`src/rtl/miriscv_rvfi_pkg.sv`:
```
// miriscv_rvfi_pkg: shared types and constants for the RVFI retirement tracker
// Provides the issue-buffer entry, the registered RVFI packet and the fixed mode/XLEN encodings.
package miriscv_rvfi_pkg;
   localparam logic [1:0] RVFI_MODE_M = 2'b11;
   localparam logic [1:0] RVFI_IXL_32 = 2'b01;
   typedef struct packed {
      logic [31:0] insn;
      logic [31:0] pc;
      logic [4:0]  rs1_addr;
      logic [4:0]  rs2_addr;
      logic [31:0] rs1_rdata;
      logic [31:0] rs2_rdata;
   } rvfi_issue_entry_t;
   typedef struct packed {
      logic        valid;
      logic [63:0] order;
      logic [31:0] insn;
      logic        trap;
      logic        halt;
      logic        intr;
      logic [1:0]  mode;
      logic [1:0]  ixl;
      logic [4:0]  rs1_addr;
      logic [4:0]  rs2_addr;
      logic [31:0] rs1_rdata;
      logic [31:0] rs2_rdata;
      logic [4:0]  rd_addr;
      logic [31:0] rd_wdata;
      logic [31:0] pc_rdata;
      logic [31:0] pc_wdata;
      logic [31:0] mem_addr;
      logic [3:0]  mem_rmask;
      logic [3:0]  mem_wmask;
      logic [31:0] mem_rdata;
      logic [31:0] mem_wdata;
   } rvfi_pkt_t;
endpackage

```
`src/rtl/miriscv_rvfi_tracker_if.sv`:
```
// miriscv_rvfi_tracker_if: pipeline-side issue/retire signals and RVFI monitor outputs of the tracker
// master: core pipeline / bench (drives issue_*, retire_*, flush_i, halt_i; sees ready, err, rvfi_*)
// slave : tracker (consumes the pipeline signals, drives issue_ready_o, err_o and every rvfi_* output)
interface miriscv_rvfi_tracker_if;
   logic        issue_valid_i;
   logic        issue_ready_o;
   logic [31:0] issue_insn_i;
   logic [31:0] issue_pc_i;
   logic [4:0]  issue_rs1_addr_i;
   logic [4:0]  issue_rs2_addr_i;
   logic [31:0] issue_rs1_rdata_i;
   logic [31:0] issue_rs2_rdata_i;
   logic        retire_valid_i;
   logic        retire_trap_i;
   logic [4:0]  retire_rd_addr_i;
   logic [31:0] retire_rd_wdata_i;
   logic [31:0] retire_pc_wdata_i;
   logic [31:0] retire_mem_addr_i;
   logic [3:0]  retire_mem_rmask_i;
   logic [3:0]  retire_mem_wmask_i;
   logic [31:0] retire_mem_rdata_i;
   logic [31:0] retire_mem_wdata_i;
   logic        flush_i;
   logic        halt_i;
   logic        err_o;
   logic        rvfi_valid;
   logic [63:0] rvfi_order;
   logic [31:0] rvfi_insn;
   logic        rvfi_trap;
   logic        rvfi_halt;
   logic        rvfi_intr;
   logic [1:0]  rvfi_mode;
   logic [1:0]  rvfi_ixl;
   logic [4:0]  rvfi_rs1_addr;
   logic [4:0]  rvfi_rs2_addr;
   logic [4:0]  rvfi_rs3_addr;
   logic [31:0] rvfi_rs1_rdata;
   logic [31:0] rvfi_rs2_rdata;
   logic [31:0] rvfi_rs3_rdata;
   logic [4:0]  rvfi_rd_addr;
   logic [31:0] rvfi_rd_wdata;
   logic [31:0] rvfi_pc_rdata;
   logic [31:0] rvfi_pc_wdata;
   logic [31:0] rvfi_mem_addr;
   logic [3:0]  rvfi_mem_rmask;
   logic [3:0]  rvfi_mem_wmask;
   logic [31:0] rvfi_mem_rdata;
   logic [31:0] rvfi_mem_wdata;
   modport master (
      output issue_valid_i, issue_insn_i, issue_pc_i, issue_rs1_addr_i, issue_rs2_addr_i,
             issue_rs1_rdata_i, issue_rs2_rdata_i, retire_valid_i, retire_trap_i, retire_rd_addr_i,
             retire_rd_wdata_i, retire_pc_wdata_i, retire_mem_addr_i, retire_mem_rmask_i,
             retire_mem_wmask_i, retire_mem_rdata_i, retire_mem_wdata_i, flush_i, halt_i,
      input  issue_ready_o, err_o, rvfi_valid, rvfi_order, rvfi_insn, rvfi_trap, rvfi_halt, rvfi_intr,
             rvfi_mode, rvfi_ixl, rvfi_rs1_addr, rvfi_rs2_addr, rvfi_rs3_addr, rvfi_rs1_rdata,
             rvfi_rs2_rdata, rvfi_rs3_rdata, rvfi_rd_addr, rvfi_rd_wdata, rvfi_pc_rdata, rvfi_pc_wdata,
             rvfi_mem_addr, rvfi_mem_rmask, rvfi_mem_wmask, rvfi_mem_rdata, rvfi_mem_wdata
   );
   modport slave (
      input  issue_valid_i, issue_insn_i, issue_pc_i, issue_rs1_addr_i, issue_rs2_addr_i,
             issue_rs1_rdata_i, issue_rs2_rdata_i, retire_valid_i, retire_trap_i, retire_rd_addr_i,
             retire_rd_wdata_i, retire_pc_wdata_i, retire_mem_addr_i, retire_mem_rmask_i,
             retire_mem_wmask_i, retire_mem_rdata_i, retire_mem_wdata_i, flush_i, halt_i,
      output issue_ready_o, err_o, rvfi_valid, rvfi_order, rvfi_insn, rvfi_trap, rvfi_halt, rvfi_intr,
             rvfi_mode, rvfi_ixl, rvfi_rs1_addr, rvfi_rs2_addr, rvfi_rs3_addr, rvfi_rs1_rdata,
             rvfi_rs2_rdata, rvfi_rs3_rdata, rvfi_rd_addr, rvfi_rd_wdata, rvfi_pc_rdata, rvfi_pc_wdata,
             rvfi_mem_addr, rvfi_mem_rmask, rvfi_mem_wmask, rvfi_mem_rdata, rvfi_mem_wdata
   );
endinterface

```
`src/rtl/miriscv_rvfi_fifo.sv`:
```
// miriscv_rvfi_fifo: in-order synchronous FIFO of DEPTH (power of two) entries of type T
// clk/rst: clock and sync active-high reset; push/pop: enqueue din / dequeue head (caller guards full/empty)
// flush: empties the FIFO, overriding push/pop; dout: head entry; full/empty: occupancy flags
module miriscv_rvfi_fifo #(
   parameter int  DEPTH = 4,
   parameter type T     = logic
) (
   input  logic clk,
   input  logic rst,
   input  logic push,
   input  logic pop,
   input  logic flush,
   input  T     din,
   output T     dout,
   output logic full,
   output logic empty
);
   localparam int AW = $clog2(DEPTH);
   T mem [DEPTH];
   logic [AW-1:0] rp, wp;
   logic [AW:0]   cnt;
   assign dout  = mem[rp];
   assign full  = cnt[AW];
   assign empty = cnt == '0;
   always_ff @(posedge clk)
      if (push && !flush) mem[wp] <= din;
   always_ff @(posedge clk) begin
      if (rst || flush) begin
         rp  <= '0;
         wp  <= '0;
         cnt <= '0;
      end else begin
         if (push) wp <= wp + AW'(1);
         if (pop) rp <= rp + AW'(1);
         cnt <= cnt + (AW+1)'(push) - (AW+1)'(pop);
      end
   end
endmodule

```
`src/rtl/miriscv_rvfi_tracker.sv`:
```
// miriscv_rvfi_tracker: buffers issued instructions in order and emits one registered RVFI packet per retirement
// clk/rst: core clock, sync active-high reset; bus (slave): issue/retire/flush/halt inputs, issue_ready_o,
// sticky err_o and the full rvfi_* monitor signal set.
// MIRISCV_RVFI_MEM_EN: when defined, retire_mem_* pass into rvfi_mem_*; otherwise rvfi_mem_* are 0.
module miriscv_rvfi_tracker
   import miriscv_rvfi_pkg::*;
#(
   parameter int DEPTH = 4
) (
   input logic clk,
   input logic rst,
   miriscv_rvfi_tracker_if.slave bus
);
   logic full, empty, push, pop, halted, intr_pend, err_q;
   logic [63:0] order_q;
   rvfi_issue_entry_t entry, head;
   rvfi_pkt_t pkt_q, pkt_d;
   assign bus.issue_ready_o = !full && !bus.flush_i;
   assign push = bus.issue_valid_i && bus.issue_ready_o;
   // the head must already be in the buffer: an entry pushed this edge cannot retire on it
   assign pop = bus.retire_valid_i && !empty && !halted;
   assign entry = '{insn: bus.issue_insn_i, pc: bus.issue_pc_i,
                    rs1_addr: bus.issue_rs1_addr_i, rs2_addr: bus.issue_rs2_addr_i,
                    rs1_rdata: bus.issue_rs1_rdata_i, rs2_rdata: bus.issue_rs2_rdata_i};
   miriscv_rvfi_fifo #(.DEPTH(DEPTH), .T(rvfi_issue_entry_t)) u_fifo (
      .clk(clk), .rst(rst), .push(push), .pop(pop), .flush(bus.flush_i),
      .din(entry), .dout(head), .full(full), .empty(empty)
   );
   always_comb begin
      pkt_d       = pkt_q;
      pkt_d.valid = pop;
      if (pop) begin
         pkt_d.order     = order_q;
         pkt_d.insn      = head.insn;
         pkt_d.pc_rdata  = head.pc;
         pkt_d.rs1_addr  = head.rs1_addr;
         pkt_d.rs2_addr  = head.rs2_addr;
         pkt_d.rs1_rdata = head.rs1_rdata;
         pkt_d.rs2_rdata = head.rs2_rdata;
         pkt_d.trap      = bus.retire_trap_i;
         pkt_d.halt      = bus.halt_i;
         pkt_d.intr      = intr_pend;
         pkt_d.mode      = RVFI_MODE_M;
         pkt_d.ixl       = RVFI_IXL_32;
         pkt_d.rd_addr   = bus.retire_rd_addr_i;
         pkt_d.rd_wdata  = bus.retire_rd_addr_i == 5'd0 ? 32'd0 : bus.retire_rd_wdata_i;
         pkt_d.pc_wdata  = bus.retire_pc_wdata_i;
`ifdef MIRISCV_RVFI_MEM_EN
         pkt_d.mem_addr  = bus.retire_mem_addr_i;
         pkt_d.mem_rmask = bus.retire_mem_rmask_i;
         pkt_d.mem_wmask = bus.retire_mem_wmask_i;
         pkt_d.mem_rdata = bus.retire_mem_rdata_i;
         pkt_d.mem_wdata = bus.retire_mem_wdata_i;
`endif
      end
   end
`ifndef MIRISCV_RVFI_MEM_EN
   logic unused_mem;
   assign unused_mem = ^{bus.retire_mem_addr_i, bus.retire_mem_rmask_i, bus.retire_mem_wmask_i,
                         bus.retire_mem_rdata_i, bus.retire_mem_wdata_i};
`endif
   always_ff @(posedge clk) begin
      if (rst) begin
         pkt_q     <= '0;
         order_q   <= '0;
         intr_pend <= 1'b0;
         halted    <= 1'b0;
         err_q     <= 1'b0;
      end else begin
         pkt_q <= pkt_d;
         if (pop) begin
            order_q   <= order_q + 64'd1;
            intr_pend <= bus.retire_trap_i;
            halted    <= bus.halt_i;
         end
         // retire with nothing to retire, or after the halt packet, is a protocol error
         if (bus.retire_valid_i && !pop) err_q <= 1'b1;
      end
   end
   assign bus.err_o          = err_q;
   assign bus.rvfi_valid     = pkt_q.valid;
   assign bus.rvfi_order     = pkt_q.order;
   assign bus.rvfi_insn      = pkt_q.insn;
   assign bus.rvfi_trap      = pkt_q.trap;
   assign bus.rvfi_halt      = pkt_q.halt;
   assign bus.rvfi_intr      = pkt_q.intr;
   assign bus.rvfi_mode      = pkt_q.mode;
   assign bus.rvfi_ixl       = pkt_q.ixl;
   assign bus.rvfi_rs1_addr  = pkt_q.rs1_addr;
   assign bus.rvfi_rs2_addr  = pkt_q.rs2_addr;
   assign bus.rvfi_rs3_addr  = 5'd0;
   assign bus.rvfi_rs1_rdata = pkt_q.rs1_rdata;
   assign bus.rvfi_rs2_rdata = pkt_q.rs2_rdata;
   assign bus.rvfi_rs3_rdata = 32'd0;
   assign bus.rvfi_rd_addr   = pkt_q.rd_addr;
   assign bus.rvfi_rd_wdata  = pkt_q.rd_wdata;
   assign bus.rvfi_pc_rdata  = pkt_q.pc_rdata;
   assign bus.rvfi_pc_wdata  = pkt_q.pc_wdata;
   assign bus.rvfi_mem_addr  = pkt_q.mem_addr;
   assign bus.rvfi_mem_rmask = pkt_q.mem_rmask;
   assign bus.rvfi_mem_wmask = pkt_q.mem_wmask;
   assign bus.rvfi_mem_rdata = pkt_q.mem_rdata;
   assign bus.rvfi_mem_wdata = pkt_q.mem_wdata;
endmodule

```
`src/flat_wrapper.sv`:
```
// flat-port wrapper written by rule: the top's interface ports become plain ports
module miriscv_rvfi_tracker_flat import miriscv_rvfi_pkg::*;
#(
   parameter int DEPTH = 4
)
  (clk, rst, bus_issue_valid_i, bus_issue_insn_i, bus_issue_pc_i, bus_issue_rs1_addr_i, bus_issue_rs2_addr_i, bus_issue_rs1_rdata_i, bus_issue_rs2_rdata_i, bus_retire_valid_i, bus_retire_trap_i, bus_retire_rd_addr_i, bus_retire_rd_wdata_i, bus_retire_pc_wdata_i, bus_retire_mem_addr_i, bus_retire_mem_rmask_i, bus_retire_mem_wmask_i, bus_retire_mem_rdata_i, bus_retire_mem_wdata_i, bus_flush_i, bus_halt_i, bus_issue_ready_o, bus_err_o, bus_rvfi_valid, bus_rvfi_order, bus_rvfi_insn, bus_rvfi_trap, bus_rvfi_halt, bus_rvfi_intr, bus_rvfi_mode, bus_rvfi_ixl, bus_rvfi_rs1_addr, bus_rvfi_rs2_addr, bus_rvfi_rs3_addr, bus_rvfi_rs1_rdata, bus_rvfi_rs2_rdata, bus_rvfi_rs3_rdata, bus_rvfi_rd_addr, bus_rvfi_rd_wdata, bus_rvfi_pc_rdata, bus_rvfi_pc_wdata, bus_rvfi_mem_addr, bus_rvfi_mem_rmask, bus_rvfi_mem_wmask, bus_rvfi_mem_rdata, bus_rvfi_mem_wdata);
  miriscv_rvfi_tracker_if bus_i ();
  input logic clk;
  input logic rst;
  input wire logic [$bits(bus_i.issue_valid_i)-1:0] bus_issue_valid_i;
  input wire logic [$bits(bus_i.issue_insn_i)-1:0] bus_issue_insn_i;
  input wire logic [$bits(bus_i.issue_pc_i)-1:0] bus_issue_pc_i;
  input wire logic [$bits(bus_i.issue_rs1_addr_i)-1:0] bus_issue_rs1_addr_i;
  input wire logic [$bits(bus_i.issue_rs2_addr_i)-1:0] bus_issue_rs2_addr_i;
  input wire logic [$bits(bus_i.issue_rs1_rdata_i)-1:0] bus_issue_rs1_rdata_i;
  input wire logic [$bits(bus_i.issue_rs2_rdata_i)-1:0] bus_issue_rs2_rdata_i;
  input wire logic [$bits(bus_i.retire_valid_i)-1:0] bus_retire_valid_i;
  input wire logic [$bits(bus_i.retire_trap_i)-1:0] bus_retire_trap_i;
  input wire logic [$bits(bus_i.retire_rd_addr_i)-1:0] bus_retire_rd_addr_i;
  input wire logic [$bits(bus_i.retire_rd_wdata_i)-1:0] bus_retire_rd_wdata_i;
  input wire logic [$bits(bus_i.retire_pc_wdata_i)-1:0] bus_retire_pc_wdata_i;
  input wire logic [$bits(bus_i.retire_mem_addr_i)-1:0] bus_retire_mem_addr_i;
  input wire logic [$bits(bus_i.retire_mem_rmask_i)-1:0] bus_retire_mem_rmask_i;
  input wire logic [$bits(bus_i.retire_mem_wmask_i)-1:0] bus_retire_mem_wmask_i;
  input wire logic [$bits(bus_i.retire_mem_rdata_i)-1:0] bus_retire_mem_rdata_i;
  input wire logic [$bits(bus_i.retire_mem_wdata_i)-1:0] bus_retire_mem_wdata_i;
  input wire logic [$bits(bus_i.flush_i)-1:0] bus_flush_i;
  input wire logic [$bits(bus_i.halt_i)-1:0] bus_halt_i;
  output wire logic [$bits(bus_i.issue_ready_o)-1:0] bus_issue_ready_o;
  output wire logic [$bits(bus_i.err_o)-1:0] bus_err_o;
  output wire logic [$bits(bus_i.rvfi_valid)-1:0] bus_rvfi_valid;
  output wire logic [$bits(bus_i.rvfi_order)-1:0] bus_rvfi_order;
  output wire logic [$bits(bus_i.rvfi_insn)-1:0] bus_rvfi_insn;
  output wire logic [$bits(bus_i.rvfi_trap)-1:0] bus_rvfi_trap;
  output wire logic [$bits(bus_i.rvfi_halt)-1:0] bus_rvfi_halt;
  output wire logic [$bits(bus_i.rvfi_intr)-1:0] bus_rvfi_intr;
  output wire logic [$bits(bus_i.rvfi_mode)-1:0] bus_rvfi_mode;
  output wire logic [$bits(bus_i.rvfi_ixl)-1:0] bus_rvfi_ixl;
  output wire logic [$bits(bus_i.rvfi_rs1_addr)-1:0] bus_rvfi_rs1_addr;
  output wire logic [$bits(bus_i.rvfi_rs2_addr)-1:0] bus_rvfi_rs2_addr;
  output wire logic [$bits(bus_i.rvfi_rs3_addr)-1:0] bus_rvfi_rs3_addr;
  output wire logic [$bits(bus_i.rvfi_rs1_rdata)-1:0] bus_rvfi_rs1_rdata;
  output wire logic [$bits(bus_i.rvfi_rs2_rdata)-1:0] bus_rvfi_rs2_rdata;
  output wire logic [$bits(bus_i.rvfi_rs3_rdata)-1:0] bus_rvfi_rs3_rdata;
  output wire logic [$bits(bus_i.rvfi_rd_addr)-1:0] bus_rvfi_rd_addr;
  output wire logic [$bits(bus_i.rvfi_rd_wdata)-1:0] bus_rvfi_rd_wdata;
  output wire logic [$bits(bus_i.rvfi_pc_rdata)-1:0] bus_rvfi_pc_rdata;
  output wire logic [$bits(bus_i.rvfi_pc_wdata)-1:0] bus_rvfi_pc_wdata;
  output wire logic [$bits(bus_i.rvfi_mem_addr)-1:0] bus_rvfi_mem_addr;
  output wire logic [$bits(bus_i.rvfi_mem_rmask)-1:0] bus_rvfi_mem_rmask;
  output wire logic [$bits(bus_i.rvfi_mem_wmask)-1:0] bus_rvfi_mem_wmask;
  output wire logic [$bits(bus_i.rvfi_mem_rdata)-1:0] bus_rvfi_mem_rdata;
  output wire logic [$bits(bus_i.rvfi_mem_wdata)-1:0] bus_rvfi_mem_wdata;
  assign bus_i.issue_valid_i = bus_issue_valid_i;
  assign bus_i.issue_insn_i = bus_issue_insn_i;
  assign bus_i.issue_pc_i = bus_issue_pc_i;
  assign bus_i.issue_rs1_addr_i = bus_issue_rs1_addr_i;
  assign bus_i.issue_rs2_addr_i = bus_issue_rs2_addr_i;
  assign bus_i.issue_rs1_rdata_i = bus_issue_rs1_rdata_i;
  assign bus_i.issue_rs2_rdata_i = bus_issue_rs2_rdata_i;
  assign bus_i.retire_valid_i = bus_retire_valid_i;
  assign bus_i.retire_trap_i = bus_retire_trap_i;
  assign bus_i.retire_rd_addr_i = bus_retire_rd_addr_i;
  assign bus_i.retire_rd_wdata_i = bus_retire_rd_wdata_i;
  assign bus_i.retire_pc_wdata_i = bus_retire_pc_wdata_i;
  assign bus_i.retire_mem_addr_i = bus_retire_mem_addr_i;
  assign bus_i.retire_mem_rmask_i = bus_retire_mem_rmask_i;
  assign bus_i.retire_mem_wmask_i = bus_retire_mem_wmask_i;
  assign bus_i.retire_mem_rdata_i = bus_retire_mem_rdata_i;
  assign bus_i.retire_mem_wdata_i = bus_retire_mem_wdata_i;
  assign bus_i.flush_i = bus_flush_i;
  assign bus_i.halt_i = bus_halt_i;
  assign bus_issue_ready_o = bus_i.issue_ready_o;
  assign bus_err_o = bus_i.err_o;
  assign bus_rvfi_valid = bus_i.rvfi_valid;
  assign bus_rvfi_order = bus_i.rvfi_order;
  assign bus_rvfi_insn = bus_i.rvfi_insn;
  assign bus_rvfi_trap = bus_i.rvfi_trap;
  assign bus_rvfi_halt = bus_i.rvfi_halt;
  assign bus_rvfi_intr = bus_i.rvfi_intr;
  assign bus_rvfi_mode = bus_i.rvfi_mode;
  assign bus_rvfi_ixl = bus_i.rvfi_ixl;
  assign bus_rvfi_rs1_addr = bus_i.rvfi_rs1_addr;
  assign bus_rvfi_rs2_addr = bus_i.rvfi_rs2_addr;
  assign bus_rvfi_rs3_addr = bus_i.rvfi_rs3_addr;
  assign bus_rvfi_rs1_rdata = bus_i.rvfi_rs1_rdata;
  assign bus_rvfi_rs2_rdata = bus_i.rvfi_rs2_rdata;
  assign bus_rvfi_rs3_rdata = bus_i.rvfi_rs3_rdata;
  assign bus_rvfi_rd_addr = bus_i.rvfi_rd_addr;
  assign bus_rvfi_rd_wdata = bus_i.rvfi_rd_wdata;
  assign bus_rvfi_pc_rdata = bus_i.rvfi_pc_rdata;
  assign bus_rvfi_pc_wdata = bus_i.rvfi_pc_wdata;
  assign bus_rvfi_mem_addr = bus_i.rvfi_mem_addr;
  assign bus_rvfi_mem_rmask = bus_i.rvfi_mem_rmask;
  assign bus_rvfi_mem_wmask = bus_i.rvfi_mem_wmask;
  assign bus_rvfi_mem_rdata = bus_i.rvfi_mem_rdata;
  assign bus_rvfi_mem_wdata = bus_i.rvfi_mem_wdata;
  miriscv_rvfi_tracker #(.DEPTH(DEPTH)) u_core (.clk(clk), .rst(rst), .bus(bus_i));
endmodule
```
`config.mk`:
```
export PLATFORM = sky130hd
export DESIGN_NAME = miriscv_rvfi_tracker_flat
export DESIGN_NICKNAME = d
export VERILOG_FILES = /design/src/rtl/miriscv_rvfi_pkg.sv /design/src/rtl/miriscv_rvfi_tracker_if.sv /design/src/rtl/miriscv_rvfi_fifo.sv /design/src/rtl/miriscv_rvfi_tracker.sv /design/src/flat_wrapper.sv
export SDC_FILE = /design/constraint.sdc
export NUM_CORES = 1
export LEC_CHECK = 0
export ABC_AREA = 1
export BUFFER_PORTS_ARGS = -buffer_cell sky130_fd_sc_hd__buf_2
export CAP_MARGIN = 40
export CORE_AREA = 2 2 235 469
export CTS_CLUSTER_SIZE = 10
export DETAILED_ROUTE_END_ITERATION = 10
export DIE_AREA = 0 0 237 471
export SLEW_MARGIN = 25
export SYNTH_ARGS = -nofsm -noshare
export SYNTH_HDL_FRONTEND = slang
export SYNTH_HIERARCHICAL = 1
export SYNTH_SLANG_ARGS = --single-unit
```
`constraint.sdc`:
```
create_clock -name clk -period 8.15 [get_ports clk]
set_input_delay 0 -clock clk [delete_from_list [all_inputs] [get_ports clk]]
set_output_delay 0 -clock clk [all_outputs]
set_load 0.03 [all_outputs]
```
* Yosys cells after proc, flatten, opt, wreduce, memory -nomap -nowiden
Memories as Yosys holds them, arrays and structs flattened. A register that Yosys moved wholly into a read port is not among the register bits. Cells that the tools add are included.
Storage, ports and cells: register bits 211, latch bits 0, RAM bits 552, bits in read-only memories 0, word-level logic and storage cells 38, memories 1
Memory list:
- u_core.u_fifo.mem | depth 4, bits a word 138, read ports 1, clocked after memory_dff 1, wr ports 1, line miriscv_rvfi_fifo.sv:19 | T mem [DEPTH];
Cells by class: add/subtract/negate cells 5, multipliers 0, div/mod/pow operators 0, magnitude comparators 0, equality and inequality tests 0, shift-type cells 0, muxes and demuxes 3, bitwise gates (word level) 0, reduce and logical (&&, ||, !) cells 14
Operator list (number):
- adder 64 x 1 -> 64 bit (second input constant) | 1
- 2-to-1 mux 32 bit | 1
- logical AND 1 bit | 6
- logical NOT 1 bit | 5
- logical NOT 5 bit | 1
- adder 2 x 1 -> 2 bit (second input constant) | 2
- adder 3 x 1 -> 3 bit | 1
- logical NOT 3 bit | 1
- subtractor 3 x 1 -> 3 bit | 1
- 2-to-1 mux 1 bit | 2
- logical OR 1 bit | 1

* Logic depth before layout (Yosys ltp)
word-level depth 6, mapped depth 14

* By module
The synthesis kept the hierarchy.
Modules (own cells, without submodules):
- miriscv_rvfi_fifo | instances 1, cells an instance 1667, area an instance 21991.1 µm², sequential area each 16756.1 µm²
- miriscv_rvfi_tracker | instances 1, cells an instance 1987, area an instance 14492.6 µm², sequential area each 6826.5 µm²

* Worst setup path after synthesis
OpenSTA, ideal clock, no wires.
kind reg2reg, from reg u_core.u_fifo.cnt[2], to mem u_core/u_fifo/mem[0][0] in the netlist's numbering, enable pin, library setup time 0.637 ns, arrival time 6.723 ns, path slack 0.790 ns, stages on the path, launching flop included 5, buffers on the path 0, clock period less this slack 7.360 ns, cells stage by stage dfxtp_1 -> nor3b_1 -> inv_1 -> or2_2 -> nor2_1
On the way: word-level cells in the longest chain between the ends 6
Ends and longest elaborated chain:
- start, declared | line miriscv_rvfi_fifo.sv:21 | logic [AW:0] cnt;
- start signal, assigned | line miriscv_rvfi_fifo.sv:35 | cnt <= cnt + (AW+1)'(push) - (AW+1)'(pop);
- logical NOT 1 bit | line miriscv_rvfi_tracker.sv:18 | assign bus.issue_ready_o = !full && !bus.flush_i;
- logical AND 1 bit | line miriscv_rvfi_tracker.sv:18
- logical AND 1 bit | line miriscv_rvfi_tracker.sv:19 | assign push = bus.issue_valid_i && bus.issue_ready_o;
- named net u_core.push | line miriscv_rvfi_tracker.sv:14 | logic full, empty, push, pop, halted, intr_pend, err_q;
- logical AND 1 bit | line miriscv_rvfi_fifo.sv:26 | if (push && !flush) mem[wp] <= din;
- 2-to-1 mux 1 bit | line miriscv_rvfi_fifo.sv:26
- 2-to-1 mux 1 bit (not written as such) | line miriscv_rvfi_fifo.sv:26
- end, declared | line miriscv_rvfi_fifo.sv:19
The timed path passes the listed nets, and every way through them passes these cells.

* Worst setup path after layout
from reg u_core.u_fifo.cnt[2], to mem u_core/u_fifo/mem[3][89] in the netlist's numbering, enable pin
Same word-level chain as after synthesis.

==> impl_metrics.env <==
export IMPL_gr_usage_all_layers_pct=18.55
export IMPL_fin_setup_tns_ps=0
export IMPL_die_y_um=471
export IMPL_ant_nets=0
export IMPL_crit_path_start_kind="flop"
export IMPL_htree_levels=3
export IMPL_wl_per_cell_um=18.37
export IMPL_antenna_found_initial=33
export IMPL_slowest_delay_ps=560
export IMPL_wirelength_mm=106.7
export IMPL_powerDensity_mw_per_mm2=223.6
export IMPL_required_ps=8430
export IMPL_num_vias=27110
export IMPL_leakage_nw=17.60
export IMPL_syn_area_per_cell_um2=9.985
export IMPL_place_congestion=0.8437
export IMPL_drt_pass1_iter_count=5
export IMPL_timing_final_crit_share_pct=38.94
export IMPL_n_fill_cell=10300
export IMPL_period_minus_slack_ps=3174
export IMPL_crit_family="buffers and inverters"
export IMPL_slew_viol_final=0
export IMPL_dp_slack_ps=5098
export IMPL_die_area_mm2=0.1116
export IMPL_drtIter0Drc=1482
export IMPL_vdd_drop_max_mv=0.1812
export IMPL_syn_instance_count=3654
export IMPL_fin_ws_ps=4976
export IMPL_root_buffer="clkbuf_16"
export IMPL_ys_types=38
export IMPL_post_route_util_pct=41.84
export IMPL_seq_area_frac_synth_pct=64.64
export IMPL_grt_pass1_wl_mm=158.4
export IMPL_post_cts_buffers=0
export IMPL_cts_tree="yes"
export IMPL_num_io_pins=740
export IMPL_ctsHoldBuffers=255
export IMPL_grt_pass1_vias=25730
export IMPL_cp_arrival_ps=3450
export IMPL_layout_drive_gt1_share_pct=15.48
export IMPL_critical_path_buf_inv_count=3
export IMPL_drv_cap=0
export IMPL_criticalPathCategory="reg -> reg"
export IMPL_syn_to_final_growth_pct=23.92
export IMPL_finalHoldViolations=0
export IMPL_path_cells="nor3b_1 -> inv_1 -> or2_2 -> nor2_4 -> buf_4 -> buf_12"
export IMPL_grt_max_degree=241
export IMPL_clock_fmax_mhz=315.1
export IMPL_rows=171
export IMPL_tightest_slew_ps=1026
export IMPL_synth_warnings=6
export IMPL_path_clk_slew_ps=60
export IMPL_fin_skew_ps=40.18
export IMPL_grt_ovfl_total=0
export IMPL_io_buffers=493
export IMPL_ctsResizeCount=0
export IMPL_via_per_inst=4.668
export IMPL_whs_ps=55.00
export IMPL_final_common_cell="nand2_1"
export IMPL_crit_slowest_cell="buf_12"
export IMPL_start_util_pct=33.77
export IMPL_ys_ff_latch=902
export IMPL_crit_fanout=113
export IMPL_final_nets=4662
export IMPL_hp_class="in -> reg"
export IMPL_relSlewSlack_pct=31.62
export IMPL_cts_sinks=902
export IMPL_layout_common_cells="939 x nand2_1, 552 x edfxtp_1, 492 x buf_2, 443 x a21oi_1, 365 x inv_1"
export IMPL_end_kind="flop"
export IMPL_place_hpwl_mm=68.47
export IMPL_rsz0062_at_grt="no"
export IMPL_coreArea_mm2=0.1080
export IMPL_synthesis_area_mm2=0.03648
export IMPL_setup_viol=0
export IMPL_die_w_um=237
export IMPL_drc=0
export IMPL_ctsLongestPathBuffers=3
export IMPL_cts_buffers_inserted=101
export IMPL_insertion_delay_ps=690
export IMPL_outcome="completed"
==> report_power, final <==
part | internal (mW) | total [mW] | switching, mW
Clock | 2.35 | 4.18 | 1.83
Combinational | 0.269 | 0.926 | 0.657
Sequential | 4.95 | 5.00 | 0.0512
Total | 7.57 | 10.1 | 2.54
==> path summary, 6_finish.rpt <==
path,from,end,slack (ps),depth (start not counted)
setup reg to reg,u_core/u_fifo/cnt[2],u_core/u_fifo/mem[3][89],4980,6
hold reg to reg,u_core/bus.err_o,u_core/bus.err_o,450,2
hold / removal,bus_issue_rs2_rdata_i[21],u_core/u_fifo/mem[2][21],60,2
setup / recovery,u_core/u_fifo/cnt[2],u_core/u_fifo/mem[3][89],4980,6
==> Yosys cell counts <==
library cell | number | area [um^2]
a21oi_1 | 443 | 2217
a31oi_1 | 1 | 6.260
and2_1 | 3 | 18.77
buf_1 | 1 | 3.750
buf_2 | 120 | 600.6
buf_4 | 163 | 1224
buf_6 | 4 | 45.04
clkbuf_1 | 52 | 195.2
conb_1 | 1 | 3.750
dfxtp_1 | 350 | 7007
edfxtp_1 | 552 | 16580
fa_1 | 1 | 20.02
ha_1 | 7 | 87.58
inv_1 | 366 | 1374
inv_2 | 7 | 26.28
nand2_1 | 940 | 3528
nand2_2 | 4 | 25.02
nand2_4 | 1 | 11.26
nand3_1 | 43 | 215.2
nand3_2 | 3 | 30.03
nand3_4 | 1 | 17.52
nand4_1 | 17 | 106.4
nor2_1 | 173 | 649.4
nor2_2 | 12 | 75.07
nor2_4 | 8 | 90.09
nor2_8 | 1 | 20.02
nor3_1 | 6 | 30.03
nor3_4 | 1 | 16.27
nor3b_1 | 2 | 15.01
nor3b_2 | 2 | 25.02
o211ai_1 | 138 | 1036
o21a_1 | 1 | 7.510
o21ai_0 | 215 | 1076
o21ai_1 | 5 | 25.02
o21bai_1 | 4 | 30.03
or2_2 | 1 | 6.260
xnor2_1 | 2 | 17.52
xor2_1 | 3 | 26.28
==> routing by layer <==
layer  GRT usage (%)  wire length, um
met5               0              290
met2           28.97            47190
met1           23.31            45090
met4           6.886             3502
met3           6.994            10610
==> logic make-up after synthesis <==
logic type                 Yosys count  share of synthesized area (%)
buffers and inverters              713                          9.507
DFF                                902                          64.64
other                                1                        0.01028
adders and majority gates            8                         0.2949
and+or+nand+nor                   1218                          13.37
AOI/OAI and AO/OA                  807                          12.05
xor gates and xnor gates             5                         0.1201
==> sequential cells by signal, summed over array words and instances, names as in the netlist, named ones only <==
| signal | cells |
|---|---|
| u_core/bus.rvfi_trap | 1 |
| u_core/u_fifo/rp | 2 |
| u_core/bus.rvfi_rs2_rdata | 32 |
| u_core/bus.err_o | 1 |
| u_core/bus.rvfi_pc_wdata | 32 |
| u_core/bus.rvfi_valid | 1 |
| u_core/bus.rvfi_rd_wdata | 32 |
| u_core/bus.rvfi_rs1_addr | 5 |
| u_core/bus.rvfi_intr | 1 |
| u_core/bus.rvfi_halt | 1 |
| u_core/bus.rvfi_rd_addr | 5 |
| u_core/u_fifo/cnt | 3 |
| u_core/bus.rvfi_order | 64 |
| u_core/bus.rvfi_mode | 1 |
| u_core/u_fifo/wp | 2 |
| u_core/order_q | 64 |
| u_core/bus.rvfi_insn | 32 |
| u_core/bus.rvfi_rs1_rdata | 32 |
| u_core/bus.rvfi_pc_rdata | 32 |
| u_core/u_fifo/mem | 552 |
| u_core/bus.rvfi_rs2_addr | 5 |
==> area by class of cell <==
type / count / area (um^2) / share of cell area [%]
well taps: 1384 / 1732 / 3.830
flip-flops and latches: 902 / 23590 / 52.18
inverters: 373 / 1410 / 3.119
clock buffers: 170 / 2806 / 6.207
clock inverters: 8 / 177.7 / 0.3930
multi-input cells: 2180 / 9995 / 22.11
diodes: 12 / 30.03 / 0.06642
repair buffers: 778 / 5472 / 12.10
==> worst register-to-register path, delay by kind of cell, from the launching register on <==
| kind | cells | cell delay [ps] |
|---|---|---|
| buffers and inverters | 3 | 1280 |
| DFF | 1 | 350 |
| and+or+nand+nor | 3 | 880 |
==> through the flow <==
step                instances  power (mW)  area (um^2)
finish                   5807       10.11        45210
floorplan                3795       5.677        37010
global placement         5355       5.891        39470
CTS                      5792       10.23        45110
global route             5801       10.49        45200
detailed placement       5359       5.912        39570
Note: power is estimated with default switching activity, not from simulation.
